[src/rtl/eth1cfgen1_main.sv]
// ETH1CFGEN1 top: oversampled SPI mode-0 slave, 64-bit frames drive test LEDs.
// Define SPI_ECHO_EN to echo the previous valid frame on MISO.
module eth1cfgen1_main (
    input  logic       CLK,
    input  logic       MCU_GPIO1,
    input  logic       MCU_SPI_SCK,
    input  logic       MCU_SPI_NSS,
    input  logic       MCU_SPI_MOSI,
    output logic       MCU_SPI_MISO,
    output logic [7:0] test_LED
);

    typedef enum logic {IDLE, ACTIVE} state_t;

    logic [2:0]  sck_q, nss_q;
    logic [1:0]  mosi_q;
    logic        sck_rise, nss_fall, nss_rise;
    state_t      state_q, state_d;
    logic [6:0]  cnt_q, cnt_d;
    logic [63:0] rx_q, rx_d;
    logic        accept;

    assign sck_rise = sck_q[1] & ~sck_q[2];
    assign nss_fall = ~nss_q[1] & nss_q[2];
    assign nss_rise = nss_q[1] & ~nss_q[2];

    always_ff @(posedge CLK) begin
        if (MCU_GPIO1) begin
            sck_q   <= '0;
            nss_q   <= '0;
            mosi_q  <= '0;
            state_q <= IDLE;
            cnt_q   <= '0;
            rx_q    <= '0;
        end else begin
            sck_q   <= {sck_q[1:0], MCU_SPI_SCK};
            nss_q   <= {nss_q[1:0], MCU_SPI_NSS};
            mosi_q  <= {mosi_q[0], MCU_SPI_MOSI};
            state_q <= state_d;
            cnt_q   <= cnt_d;
            rx_q    <= rx_d;
        end
    end

    // A sample coinciding with NSS rise is shifted in before the count check.
    always_comb begin
        state_d = state_q;
        cnt_d   = cnt_q;
        rx_d    = rx_q;
        accept  = 1'b0;
        unique case (state_q)
            IDLE: begin
                if (nss_fall) begin
                    state_d = ACTIVE;
                    cnt_d   = '0;
                    rx_d    = '0;
                end
            end
            ACTIVE: begin
                if (sck_rise) begin
                    rx_d = {rx_q[62:0], mosi_q[1]};
                    if (cnt_q != 7'd65)
                        cnt_d = cnt_q + 7'd1;
                end
                if (nss_rise) begin
                    state_d = IDLE;
                    accept  = (cnt_d == 7'd64);
                end
            end
        endcase
    end

`ifdef SPI_ECHO_EN
    logic        sck_fall;
    logic [63:0] frame_q, frame_d;
    logic [63:0] tx_q, tx_d;
    logic        miso_q, miso_d;

    assign sck_fall = ~sck_q[1] & sck_q[2];

    always_comb begin
        frame_d = accept ? rx_d : frame_q;
        tx_d    = tx_q;
        if (state_q == IDLE && nss_fall)
            tx_d = frame_q;
        else if (state_q == ACTIVE && sck_fall)
            tx_d = {tx_q[62:0], 1'b0};
        miso_d = (state_d == ACTIVE) ? tx_d[63] : 1'b0;
    end

    always_ff @(posedge CLK) begin
        if (MCU_GPIO1) begin
            frame_q <= '0;
            tx_q    <= '0;
            miso_q  <= 1'b0;
        end else begin
            frame_q <= frame_d;
            tx_q    <= tx_d;
            miso_q  <= miso_d;
        end
    end

    assign test_LED     = frame_q[7:0];
    assign MCU_SPI_MISO = miso_q;
`else
    logic [7:0] led_q, led_d;

    always_comb begin
        led_d = accept ? rx_d[7:0] : led_q;
    end

    always_ff @(posedge CLK) begin
        if (MCU_GPIO1)
            led_q <= '0;
        else
            led_q <= led_d;
    end

    assign test_LED     = led_q;
    assign MCU_SPI_MISO = 1'b0;
`endif

endmodule

[config.mk]
export PLATFORM = sky130hd
export DESIGN_NAME = eth1cfgen1_main
export DESIGN_NICKNAME = d
export VERILOG_FILES = /design/src/rtl/eth1cfgen1_main.sv
export SDC_FILE = /design/constraint.sdc
export NUM_CORES = 1
export LEC_CHECK = 0
export ABC_CLOCK_PERIOD_IN_PS = 4600
export CAP_MARGIN = 10
export CORE_UTILIZATION = 50
export DETAILED_ROUTE_END_ITERATION = 16
export PLACE_DENSITY_LB_ADDON = 0.12
export SLEW_MARGIN = 40
export SYNTH_ARGS = -nofsm -noshare
export SYNTH_HDL_FRONTEND = slang
export SYNTH_SLANG_ARGS = --single-unit
[constraint.sdc]
create_clock -name CLK -period 4.6 [get_ports CLK]
set_input_delay 0.46 -clock CLK [delete_from_list [all_inputs] [get_ports CLK]]
set_output_delay 0.46 -clock CLK [all_outputs]
set_load 0.03 [all_outputs]
Word level (Yosys, flattened, before mapping). Index checks and enable logic that the tools add are counted. W data, S select, Z words.

Add/subtract/negate cells: 1. Equality and inequality tests: 3. Multiplexer cells: 13. Bitwise gates (word level): 7.

Operators by type and width (count): $mux W7 (4); $mux W9 (2); $pmux W9 S2 (1); $pmux W7 S2 (1); $add A7 B1 Y7 const B (1); $eq A7 B7 Y1 const B (1); $ne A7 B7 Y1 const B (1); $mux W1 (4); $not A1 Y1 (4); $and A1 B1 Y1 (3); $ne A2 B2 Y1 const B (1); $pmux W1 S2 (1).

Bits in registers: 32. Output and inout port bits: 9. Logic and storage cells: 31.

Longest topological paths before layout.
Depth after elaboration: 7. Gate-level depth with buffers: 7.

Worst setup path before layout. Ideal clock, no wire load.

Kind: reg2reg. From: reg cnt_q[1]. To: reg led_q[0], in the netlist test_LED[0]. Data arrival time: 2133 ps. Required time: 4479 ps. Slack: 2346 ps. Cell stages (with the launch flop): 8. Path buffers: 0. Period minus slack after synthesis: 2254 ps. Cell sequence: dfxtp_1 inv_1 ha_1 nor4b_1 a21bo_1 or4b_4 a21oi_4 mux2_4.

Longest elaborated chain between the ends: 7. Elaborated cells between the ends (all ways): 8. Classes of those cells: add/sub (1); eq/ne (2); mux (5).

Ends and longest elaborated chain: start, declared (RTL line 19) `logic [6:0] cnt_q, cnt_d;`; start signal, assigned (RTL line 40) `cnt_q <= cnt_d;`; $add A7 B1 Y7 / $ne A7 B7 Y1 (equally long branches) (RTL line 63, 62); $mux W7 (RTL line 62) `if (cnt_q != 7'd65)`; $mux W7 (*) (RTL line 60) `if (sck_rise) begin`; $mux W7 (*) (RTL line 51) `unique case (state_q)`; $eq A7 B7 Y1 (*) (RTL line 67) `accept = (cnt_d == 7'd64);`; $mux W1 (*) (RTL line 65) `if (nss_rise) begin`; $mux W1 (*) (RTL line 51); end signal, assigned (RTL line 116) `led_q <= led_d;`; end, declared (RTL line 106) `logic [7:0] led_q, led_d;`.

Every way passes the cells marked *; elsewhere a longest branch is shown, timed or not. The select of a mux whose other input is x is not followed. A chain may end at the register's enable or synchronous reset.

Final worst setup path.
From: reg cnt_q[0]. To: reg led_q[6], in the netlist test_LED[6].

Same word-level chain as after synthesis.

==> flow_metrics.env <==
export IMPL_cts_hold_buf=0
export IMPL_synth_most_common_cell="dfxtp_1"
export IMPL_clockBufferDepth=2
export IMPL_reg2reg_to="test_LED[6]"
export IMPL_end_kind="flop"
export IMPL_grt_max_degree=33
export IMPL_hold_start="mosi_q[0]"
export IMPL_antenna_cells=0
export IMPL_ant_nets=0
export IMPL_core_area_um2=2760
export IMPL_clock_skew_ns=0.00917
export IMPL_gr_total_overflow=0
export IMPL_hold_slack_ns=0.450
export IMPL_reg2reg_from="cnt_q[0]"
export IMPL_synth_area_leaders="dfxtp_1, mux2_4, nor2b_1"
export IMPL_postSynth_asyncResetShare=0
export IMPL_synth_nets=161
export IMPL_netlist_instances=154
export IMPL_cpMaxStageDelayCell="or4b_4"
export IMPL_crit_required_ns=4.82
export IMPL_synth_seq_cells=32
export IMPL_start_util=0.531
export IMPL_fin_ws_ns=2.18
export IMPL_clk_latency_ns=0.33
export IMPL_grt_pass1_wl_mm=4.62
export IMPL_ir_drop_mv=0.202
export IMPL_synth_distinct_cells=39
export IMPL_synth_edf_count=0
export IMPL_die_h_um=56.1
export IMPL_gr_usage_all_layers=0.193
export IMPL_start_kind="flop"
export IMPL_detailroute_via_count=1082
export IMPL_first_pass_iters=4
export IMPL_avgSynthCellArea_um2=9.51
export IMPL_hp_class="flop to flop"
export IMPL_crit_end="test_LED[6]"
export IMPL_n_fill_cell=243
export IMPL_h_tree_depth=2
export IMPL_clkTransAtPathRegs_ns=0.10
export IMPL_synth_ff_type="dfxtp_1"
export IMPL_wl_mm=2.64
export IMPL_cts_setup_buffers=0
export IMPL_tritoncts="yes"
export IMPL_power_density_nw_per_um2=276
export IMPL_die_x_um=56.1
export IMPL_post_drt_wl_per_cell_um=13.5
export IMPL_drc=0
export IMPL_worstRegToRegCells=6
export IMPL_first_global_vias=991
export IMPL_area_delta_synth_final_pct=10.8
export IMPL_whs_path_depth=1
export IMPL_nets=171
export IMPL_placement_io_buffers=12
export IMPL_finalCritPeriodShare=0.527
export IMPL_numCtsBuffers=5
export IMPL_arrival_ns=2.64
export IMPL_drive_gt1_frac=0.140
export IMPL_crit_type="flop to flop"
export IMPL_dr_first_iter_drc_count=31
export IMPL_worstPathCellList="ha_1 -> nand4b_1 -> o2bb2ai_1 -> or4b_4 -> a21oi_4 -> mux2_4"
export IMPL_antenna_found_initial=0
export IMPL_worst_slew_pin_slew_ns=0.702
export IMPL_ctsResizeCount=0
export IMPL_gp_congestion=0.853
export IMPL_crit_path_max_fanout=9
export IMPL_relSlewSlack=0.530
export IMPL_setup_viol=0
export IMPL_critPathMaxStageDelay_ns=0.50
export IMPL_synth_area_um2=1470
export IMPL_rsz0062_at_grt="no"
export IMPL_yosys_warnings=0
export IMPL_vias_per_cell=5.55
export IMPL_fin_area_um2=1620
export IMPL_p_leak_uw=0.000600
export IMPL_fmax_mhz=413
export IMPL_ioPinCount=14
export IMPL_post_route_min_period_ns=2.42
export IMPL_reg2reg_setup_slack_ns=2.18
export IMPL_setup_tns_ns=0
export IMPL_dpl_cell_area_um2=1570
export IMPL_hold_viol_final=0
export IMPL_synth_top_area_cell="dfxtp_1"
export IMPL_preCtsSetupSlack_ns=2.20
export IMPL_crit_start="cnt_q[0]"
export IMPL_instances_no_fill=195
export IMPL_dp_hpwl_mm=1.84
export IMPL_slew_viol_final=0
export IMPL_place_inst=188
export IMPL_maxCapViolations=0
export IMPL_cts_sinks=32
export IMPL_row_count=19
export IMPL_status="finished clean"
export IMPL_synth_top_cell_area_share=0.437
export IMPL_floorplan_die_area_um2=3150
export IMPL_root_buffer="clkbuf_4"
export IMPL_yosys_top_cells_count="dfxtp_1, nor2_1, nor2b_1, a22oi_1, nand2_1"
export IMPL_ys_seq_area_frac=0.437
-- per-layer routing --
metal | track usage | share of wire
met5 | 0 | 0
met4 | 0.0836 | 0.020
met3 | 0.0628 | 0.034
met2 | 0.272 | 0.44
met1 | 0.268 | 0.51
-- worst min path at each step --
stage / to / slack (ns)
after floorplan: mosi_q[1] / 0.41
after global placement: sck_q[1] / 0.42
after detailed placement: mosi_q[1] / 0.43
after CTS: mosi_q[1] / 0.45
after global routing: mosi_q[1] / 0.46
final: mosi_q[1] / 0.45
-- power by group --
part	internal, uW	total [uW]	switching (uW)
sequential	280	282	2.32
combinational	6.76	17.4	10.6
clock	55.6	148	92.8
-- kinds of logic (layout without fill, tap and decap cells) --
kind of cell | after synthesis | after routing | share of synthesized area
compound gates | 32 | 32 | 0.151
xor+xnor | 2 | 2 | 0.0120
fa+ha+maj | 2 | 2 | 0.0171
buf+inv | 12 | 22 | 0.0384
flops | 32 | 32 | 0.437
mux | 9 | 9 | 0.0897
other cells | 1 | 1 | 0.00256
simple gates | 64 | 64 | 0.252
-- worst max-delay path, delay by kind of cell, from the launching register on --
kind,cells,cell delay (ns)
simple gates,2,0.66
fa+ha+maj,1,0.23
flops,1,0.49
mux,1,0.34
compound gates,2,0.59
-- state kept, by name, summed over array words and instances (netlist names) --
signal,cells
sck_q,3
mosi_q,2
cnt_q,7
nss_q,3
rx_q,8
test_LED,8
state_q,1
-- per-stage QoR --
stage          power, uW  utilization
2_1_floorplan        301            -
3_3_place_gp         306        0.573
3_5_place_dp         306        0.571
4_1_cts              458        0.589
5_1_grt              472        0.589
6_report             448        0.589
-- final cells by class --
class / count / area [um2] / area share
Clock buffer: 5 / 37.5 / 0.0231
Clock inverter: 2 / 12.5 / 0.00770
Inverter: 3 / 11.3 / 0.00693
Multi-Input combinational cell: 110 / 768 / 0.473
Sequential cell: 32 / 641 / 0.394
Tap cell: 31 / 38.8 / 0.0239
Timing Repair Buffer: 12 / 115 / 0.0709
-- placed cells by master (no fill, tap or decap), drive strengths merged, types with 2 or more instances in the layout --
cell,netlist,final
a21o,2,2
a21oi,9,9
a22oi,9,9
a2bb2oi,2,2
a31oi,2,2
clkbuf,4,5
clkdlybuf4s50,0,11
dfxtp,32,32
ha,2,2
inv,3,3
mux2,9,9
nand2,9,9
nand3,2,2
nand4b,3,3
nor2,17,17
nor2b,17,17
o21ai,5,5
or3,3,3
or4,3,3
or4b,2,2
Note: power is estimated with default switching activity, not from simulation.
